$ cat src/rtl/merge_out_packer_if.sv
// merge_out_packer_if
//   Bundles the upstream FWFT FIFO head, the flush handshake and the
//   downstream line channel of the output packer.
//   Signals:
//     i_data / i_empty / o_read    upstream FIFO head tuple and dequeue
//     i_flush / o_flush_done       flush request pulse and completion pulse
//     o_line / o_line_valid /
//     i_line_ready                 assembled line and its valid/ready handshake
//     o_line_count                 lines accepted by the consumer
//     o_busy                       packer holds data or has work pending
//   Modports: slave = packer side, master = environment side.
interface merge_out_packer_if #(
    parameter int DATA_WIDTH = 32,
    parameter int P          = 4,
    parameter int LINE_WIDTH = 512
);
    logic [P*DATA_WIDTH-1:0] i_data;
    logic                    i_empty;
    logic                    o_read;
    logic                    i_flush;
    logic [LINE_WIDTH-1:0]   o_line;
    logic                    o_line_valid;
    logic                    i_line_ready;
    logic                    o_flush_done;
    logic [31:0]             o_line_count;
    logic                    o_busy;

    modport slave (
        input  i_data, i_empty, i_flush, i_line_ready,
        output o_read, o_line, o_line_valid, o_flush_done, o_line_count, o_busy
    );

    modport master (
        output i_data, i_empty, i_flush, i_line_ready,
        input  o_read, o_line, o_line_valid, o_flush_done, o_line_count, o_busy
    );
endinterface

$ cat src/rtl/merge_out_packer.sv
// merge_out_packer
//   Packs P*DATA_WIDTH-bit tuples from a first-word-fall-through FIFO into
//   LINE_WIDTH-bit lines. A flush pads and emits any partial line.
//   Ports:
//     i_clk  clock, rising edge
//     i_rst  asynchronous active-high reset
//     bus    merge_out_packer_if.slave (FIFO head, flush, line channel, status)
module merge_out_packer #(
    parameter int                    DATA_WIDTH = 32,
    parameter int                    P          = 4,
    parameter int                    LINE_WIDTH = 512,
    parameter logic [DATA_WIDTH-1:0] PAD_VALUE  = {DATA_WIDTH{1'b1}}
) (
    input  logic                  i_clk,
    input  logic                  i_rst,
    merge_out_packer_if.slave     bus
);
    localparam int TW    = P * DATA_WIDTH;
    localparam int BEATS = LINE_WIDTH / TW;
    localparam int CW    = $clog2(BEATS + 1);

    logic [TW-1:0]         acc [BEATS];
    logic [CW-1:0]         acc_cnt;
    logic                  flush_pend;
    logic                  line_valid;
    logic                  flush_done;
    logic [LINE_WIDTH-1:0] line_q;
    logic [LINE_WIDTH-1:0] line_nxt;
    logic [31:0]           line_count;

    logic                  out_free;
    logic                  full;
    logic                  xfer;
    logic                  rd;
    logic [CW-1:0]         wr_idx;

    always_comb begin
        out_free = ~line_valid | bus.i_line_ready;
        full     = (acc_cnt == CW'(BEATS));
        xfer     = out_free & (full | (flush_pend & (acc_cnt != '0)));
        // While a line is stuck, a full accumulator may only refill on the
        // same edge that moves it into the output register.
        rd       = ~i_rst & ~bus.i_empty & ~flush_pend & (~full | xfer);
        wr_idx   = xfer ? '0 : acc_cnt;
        line_nxt = '0;
        for (int k = 0; k < BEATS; k++) begin
            // Slots beyond acc_cnt only exist on a flush transfer; a full
            // accumulator never takes the pad branch.
            line_nxt[k*TW +: TW] = (CW'(k) < acc_cnt) ? acc[k] : {P{PAD_VALUE}};
        end
    end

    always_ff @(posedge i_clk or posedge i_rst) begin
        if (i_rst) begin
            for (int k = 0; k < BEATS; k++) acc[k] <= '0;
        end else if (rd) begin
            for (int k = 0; k < BEATS; k++) begin
                if (CW'(k) == wr_idx) acc[k] <= bus.i_data;
            end
        end
    end

    always_ff @(posedge i_clk or posedge i_rst) begin
        if (i_rst) begin
            acc_cnt <= '0;
        end else if (rd && xfer) begin
            acc_cnt <= CW'(1);
        end else if (rd) begin
            acc_cnt <= acc_cnt + CW'(1);
        end else if (xfer) begin
            acc_cnt <= '0;
        end
    end

    // A flush completes once the accumulator is drained; the output register
    // may still hold the last line at that point.
    always_ff @(posedge i_clk or posedge i_rst) begin
        if (i_rst) begin
            flush_pend <= 1'b0;
            flush_done <= 1'b0;
        end else begin
            flush_done <= flush_pend & (acc_cnt == '0);
            if (flush_pend) begin
                if (acc_cnt == '0) flush_pend <= 1'b0;
            end else if (bus.i_flush) begin
                flush_pend <= 1'b1;
            end
        end
    end

    always_ff @(posedge i_clk or posedge i_rst) begin
        if (i_rst) begin
            line_q     <= '0;
            line_valid <= 1'b0;
            line_count <= '0;
        end else begin
            if (xfer) begin
                line_q     <= line_nxt;
                line_valid <= 1'b1;
            end else if (bus.i_line_ready) begin
                line_valid <= 1'b0;
            end
            if (line_valid && bus.i_line_ready) line_count <= line_count + 32'd1;
        end
    end

    assign bus.o_read       = rd;
    assign bus.o_line       = line_q;
    assign bus.o_line_valid = line_valid;
    assign bus.o_flush_done = flush_done;
    assign bus.o_line_count = line_count;
    assign bus.o_busy       = (acc_cnt != '0) | line_valid | flush_pend;

endmodule

$ cat src/flat_wrapper.sv
// flat-port wrapper written by rule: the top's interface ports become plain ports
module merge_out_packer_flat 
#(
    parameter int                    DATA_WIDTH = 32,
    parameter int                    P          = 4,
    parameter int                    LINE_WIDTH = 512,
    parameter logic [DATA_WIDTH-1:0] PAD_VALUE  = {DATA_WIDTH{1'b1}}
)
  (i_clk, i_rst, bus_i_data, bus_i_empty, bus_i_flush, bus_i_line_ready, bus_o_read, bus_o_line, bus_o_line_valid, bus_o_flush_done, bus_o_line_count, bus_o_busy);
  merge_out_packer_if #(.DATA_WIDTH(DATA_WIDTH), .P(P), .LINE_WIDTH(LINE_WIDTH)) bus_i ();
  input  logic i_clk;
  input  logic i_rst;
  input wire logic [$bits(bus_i.i_data)-1:0] bus_i_data;
  input wire logic [$bits(bus_i.i_empty)-1:0] bus_i_empty;
  input wire logic [$bits(bus_i.i_flush)-1:0] bus_i_flush;
  input wire logic [$bits(bus_i.i_line_ready)-1:0] bus_i_line_ready;
  output wire logic [$bits(bus_i.o_read)-1:0] bus_o_read;
  output wire logic [$bits(bus_i.o_line)-1:0] bus_o_line;
  output wire logic [$bits(bus_i.o_line_valid)-1:0] bus_o_line_valid;
  output wire logic [$bits(bus_i.o_flush_done)-1:0] bus_o_flush_done;
  output wire logic [$bits(bus_i.o_line_count)-1:0] bus_o_line_count;
  output wire logic [$bits(bus_i.o_busy)-1:0] bus_o_busy;
  assign bus_i.i_data = bus_i_data;
  assign bus_i.i_empty = bus_i_empty;
  assign bus_i.i_flush = bus_i_flush;
  assign bus_i.i_line_ready = bus_i_line_ready;
  assign bus_o_read = bus_i.o_read;
  assign bus_o_line = bus_i.o_line;
  assign bus_o_line_valid = bus_i.o_line_valid;
  assign bus_o_flush_done = bus_i.o_flush_done;
  assign bus_o_line_count = bus_i.o_line_count;
  assign bus_o_busy = bus_i.o_busy;
  merge_out_packer #(.DATA_WIDTH(DATA_WIDTH), .P(P), .LINE_WIDTH(LINE_WIDTH), .PAD_VALUE(PAD_VALUE)) u_core (.i_clk(i_clk), .i_rst(i_rst), .bus(bus_i));
endmodule
$ cat config.mk
export PLATFORM = sky130hd
export DESIGN_NAME = merge_out_packer_flat
export DESIGN_NICKNAME = d
export VERILOG_FILES = /design/src/rtl/merge_out_packer_if.sv /design/src/rtl/merge_out_packer.sv /design/src/flat_wrapper.sv
export SDC_FILE = /design/constraint.sdc
export NUM_CORES = 2
export LEC_CHECK = 0
export ABC_AREA = 1
export CAP_MARGIN = 10
export CORE_ASPECT_RATIO = 1.25
export CORE_UTILIZATION = 55
export CTS_BUF_LIST = sky130_fd_sc_hd__clkbuf_8 sky130_fd_sc_hd__clkbuf_16
export CTS_CLUSTER_DIAMETER = 120
export DETAILED_ROUTE_END_ITERATION = 6
export GPL_ROUTABILITY_DRIVEN = 0
export GPL_TIMING_DRIVEN = 0
export PLACE_DENSITY = 0.82
export SYNTH_ARGS = -nofsm -noshare
export SYNTH_HDL_FRONTEND = slang
export SYNTH_SLANG_ARGS = --single-unit
$ cat constraint.sdc
create_clock -name i_clk -period 63.1 [get_ports i_clk]
set_clock_uncertainty 0.2 [all_clocks]
set_input_delay 6.31 -clock i_clk [delete_from_list [all_inputs] [get_ports i_clk]]
set_output_delay 6.31 -clock i_clk [all_outputs]
set_load 0.02 [all_outputs]
**Word level (Yosys, flattened, before mapping)**

Cells that the tools add are included.

- $add $sub $neg: 2
- $lt $le $gt $ge: 4
- Eq/ne operators: 4
- Mux-type cells: 12
- Bitwise logic cells: 16
- Reduce and logical (&&, ||, !) cells: 10

Operator list:

| cell | number |
|---|---|
| two-way mux 128 bit | 4 |
| adder 32 x 1 -> 32 bit, second input constant | 1 |
| two-way mux 3 bit | 3 |
| AND reduction 2 bit | 4 |
| bitwise AND 1 bit | 6 |
| equality test 2 x 3 -> 1 bit, first input constant | 2 |
| zero test 3 bit | 2 |
| < comparator 1 x 3 -> 1 bit, first input constant | 2 |
| < comparator 2 x 3 -> 1 bit, first input constant | 2 |
| two-way mux 1 bit | 5 |
| inverter 1 bit | 5 |
| OR 1 bit | 5 |
| adder 3 x 1 -> 3 bit, second input constant | 1 |
| equality test 1 x 3 -> 1 bit, first input constant | 1 |
| equality test 3 bit, second input constant | 1 |
| nonzero test 3 bit | 1 |
| logical AND 1 bit | 2 |
| nonzero test 2 bit | 1 |

- Register bits: 1062
- Output and inout bits: 548
- Word-level logic and storage cells: 58

**Depth between registers and ports, before layout**

- Word-level depth: 8
- Mapped depth: 15
- Depth with buffers taken out: 12

**Worst setup path after synthesis**

OpenSTA, ideal clock, no wires.

- Path type: input port to output port
- Start point: input port bus_i_line_ready
- End point: output port bus_o_read
- Arrival: 6.972 ns
- Required time: 56.590 ns
- Slack: 49.618 ns
- Stages: 7
- Cells stage by stage: inv_1 > nand2_1 > nand3_4 > nand2_1 > nand2_1 > buf_4 > inv_2

- Longest elaborated chain between the ends: 4

RTL lines:

| element | RTL line | text |
|---|---|---|
| from (decl) | flat_wrapper.sv:16 | `input wire logic [$bits(bus_i.i_line_ready)-1:0] bus_i_line_ready;` |
| OR 1 bit | merge_out_packer.sv:38 | `out_free = ~line_valid \| bus.i_line_ready;` |
| bitwise AND 1 bit | merge_out_packer.sv:40 | `xfer = out_free & (full \| (flush_pend & (acc_cnt != '0)));` |
| OR 1 bit | merge_out_packer.sv:43 | `rd = ~i_rst & ~bus.i_empty & ~flush_pend & (~full \| xfer);` |
| bitwise AND 1 bit | merge_out_packer.sv:43 |  |
| to (decl) | flat_wrapper.sv:17 | `output wire logic [$bits(bus_i.o_read)-1:0] bus_o_read;` |

No other way between the ends.

**Worst setup path after layout**

- Start point: input port i_rst
- End point: output port bus_o_read

- Longest elaborated chain between the ends: 4

RTL lines:

| element | RTL line | text |
|---|---|---|
| from (decl) | flat_wrapper.sv:12 | `input logic i_rst;` |
| inverter 1 bit | merge_out_packer.sv:43 |  |
| bitwise AND 1 bit (3 in series) | merge_out_packer.sv:43 |  |

No other way between the ends.

==> results.md <==
* Post-route DRC violation count at 0
* Row count at 112
* IO buf count at 680
* Vias/cell at 5.669
* Endpoints failing hold at 0
* Worst-Skew Late Latency at 0.67 ns
* Synth cell types at 24
* Dpl hpwl at 101.8 mm
* Fin crit share at 24.12%
* TritonRoute pass-1 iters at 6
* Routed wire length at 143.0 mm
* Post-synth top area share at 63.52%
* Via count at 37084
* Number of synthesis warnings at 0
* Cells after DPL at 6352
* Post-CTS Resized at 0
* Synthesized net count at 4824
* H-tree depth at 3
* Nets at 5619
* Commonest cells after routing, fill and taps aside: nand2_1, dfrtp_1, o21ai_0
* Leakage Power at 26.77 nW
* Core Area at 74970 um2
* Clk buf depth at 3
* Die H at 310.4 um
* 1st-iter DRT viols at 3603
* Total GRT Usage at 37.14%
* Slew HR at 7.695%
* Min Hold Slack at 0.2802 ns
* Clock root cell: clkbuf_16
* CTS tree: yes
* Final setup fails at 0
* Cell Chain, Critical Path: clkdlybuf4s50_1 > nor3_1 > nand2_1 > buf_4 > inv_2 > clkdlybuf4s50_1
* Initial antenna violation count at 11
* RSZ-0062 raised after global routing: false
* Result of the run: finished, final reports clean
* Cell Area, Synth at 41840 um2
* Pwr Total at 0.003314 W
* Critical Path AT at 8.71 ns
* Global-route wire length before repair at 216.5 mm
* Hold-fix buffers at CTS at 0
* Post-DRT Antenna Nets at 0
* Total congestion overflow at 0
* Clock Pin Slew Worst Setup and Hold Paths at 0.06 ns
* Initial Util at 55.81%
* Routed len/inst at 21.85 um
* Slew @ Worst Pin at 1.385 ns
* Largest net degree at the start of global routing at 138
* Commonest non-fill, non-tap cell in the layout: nand2_1
* CP required at 56.59 ns
* Crit path buffers/inverters at 4
* CTS sink cnt at 1062
* Leading area contributor after synthesis: dfrtp_1
* CP max FO at 10
* P&R area growth vs syn at 28.13%
* Setup TNS at 0 ns
* FF+latch count, synth at 1062
* Pwr per Cell Area at 61.82 nW/um2
* Delay-heaviest family, CP: buffers and inverters
* Maximum clock rate at 65.71 MHz
* Fin cells at 6542
* Synthesized instance count at 4688
* # IOs at 681
* Critical path launch point type: input port
* TritonCTS buffer count at 98
* Vias in the first global route at 36635
* Critical path class: input port to primary output
* Max stage delay on crit path at 0.69 ns
* Tmin final at 15.22 ns
* Setup Fix Bufs, Post-CTS at 0
* Worst path most repeated cell: clkdlybuf4s50_1
* CP max-delay cell: clkdlybuf4s50_1
* Top cells by area, synth: dfrtp_1, nand2_1, o21ai_0, nor2_1, clkbuf_1
* Crit end category: primary output
* Die Wd at 248.7 um
* Register area share after synthesis at 63.52%
* Max cap viols at 0
* Hold WC Path Type: register to register
* Fin util at 71.50%
* Layout cell share with drive strength beyond 1 at 5.393%
* Mean post-synth cell area at 8.925 um2
* Die ar. at 77190 um2
* Maximum vdd drop at 0.03922 mV
* Fin. max-slew vios at 0
==> cell usage after synthesis, drive strengths merged <==
library cell,count
nand2,1742
buf,120
ha,3
o21a,1
nor2,553
nand3,23
xnor2,11
xor2,12
or2,1
clkbuf,205
nor3,6
nand4,12
inv,35
and2,2
dfrtp,1062
a21oi,1
o21ai,899
==> worst paths after layout <==
| path | from | slack (ns) | cells after the start | to |
|---|---|---|---|---|
| worst min register to register | u_core.acc[150] | 0.28 | 2 | u_core.acc[150] |
| worst min-delay path | u_core.acc[150] | 0.28 | 2 | u_core.acc[150] |
| worst max-delay path | i_rst | 47.88 | 6 | bus_o_read |
| max in group asynchronous | i_rst | 54.87 | 4 | u_core.bus.o_line[204] |
| min in group asynchronous | i_rst | 6.06 | 2 | u_core.acc[132] |
| worst max register to register | u_core.acc_cnt[0] | 59.33 | 10 | u_core.bus.o_line[72] |
==> sequential cells by signal (all words and copies together) (netlist names) <==
| signal | flops |
|---|---|
| u_core.acc | 512 |
| u_core.bus.o_line_count | 32 |
| u_core.bus.o_flush_done | 1 |
| u_core.acc_cnt | 3 |
| u_core.flush_pend | 1 |
| u_core.bus.o_line | 512 |
| u_core.bus.o_line_valid | 1 |
==> cells by family (layout without fill, tap and decap cells) <==
kind of cell / Yosys count / in the layout / synth area share [%]
fa+ha+maj: 3 / 3 / 0.08972
other cells: 0 / 10 / 0
compound gates: 901 / 901 / 10.78
flops: 1062 / 1062 / 63.52
simple gates: 2339 / 2339 / 21.21
buf+inv: 360 / 1235 / 3.914
xor+xnor: 23 / 23 / 0.4815
==> layout make-up <==
class / instances / area (um2)
Antenna cell: 10 / 25.02
Buffer: 325 / 1506
Clock buffer: 125 / 2869
Clock inverter: 55 / 521.8
Fill cell: 5369 / 21360
Inverter: 35 / 138.9
Multi-Input combinational cell: 3266 / 13630
Sequential cell: 1062 / 26580
Tap cell: 969 / 1212
Timing Repair Buffer: 695 / 7132
==> worst reg2reg max path, cell delays in order (launching register included) <==
cell,delay (ns)
dfrtp_1,0.44
inv_1,0.15
ha_1,0.23
nand2_2,0.13
nand3_4,0.14
buf_2,0.41
buf_2,0.49
clkbuf_1,0.86
buf_2,0.42
nand2_1,0.11
o21ai_0,0.11
==> report_power, final <==
part | total, W | switching [W] | internal (W)
clock network | 0.000626 | 0.000265 | 0.000360
logic | 0.00151 | 0.000967 | 0.000542
registers | 0.00118 | 0.000192 | 0.000986
==> layer usage <==
layer	global-route usage, %	vias up	part of all wire [%]
li1	-	16489	-
met1	43.91	18144	36
met2	59.78	1927	47
met3	9.570	522	9.3
met4	26.38	2	7.6
met5	0	-	0.0077
==> metrics by stage <==
stage               worst slack [ns]  instance area [um2]
CTS                            47.82                53580
global route                   47.81                53600
floorplan                      26.70                41840
global placement               15.96                49860
finish                         47.88                53610
detailed placement             47.82                50190
No activity file was read; power rests on OpenSTA's default activity.
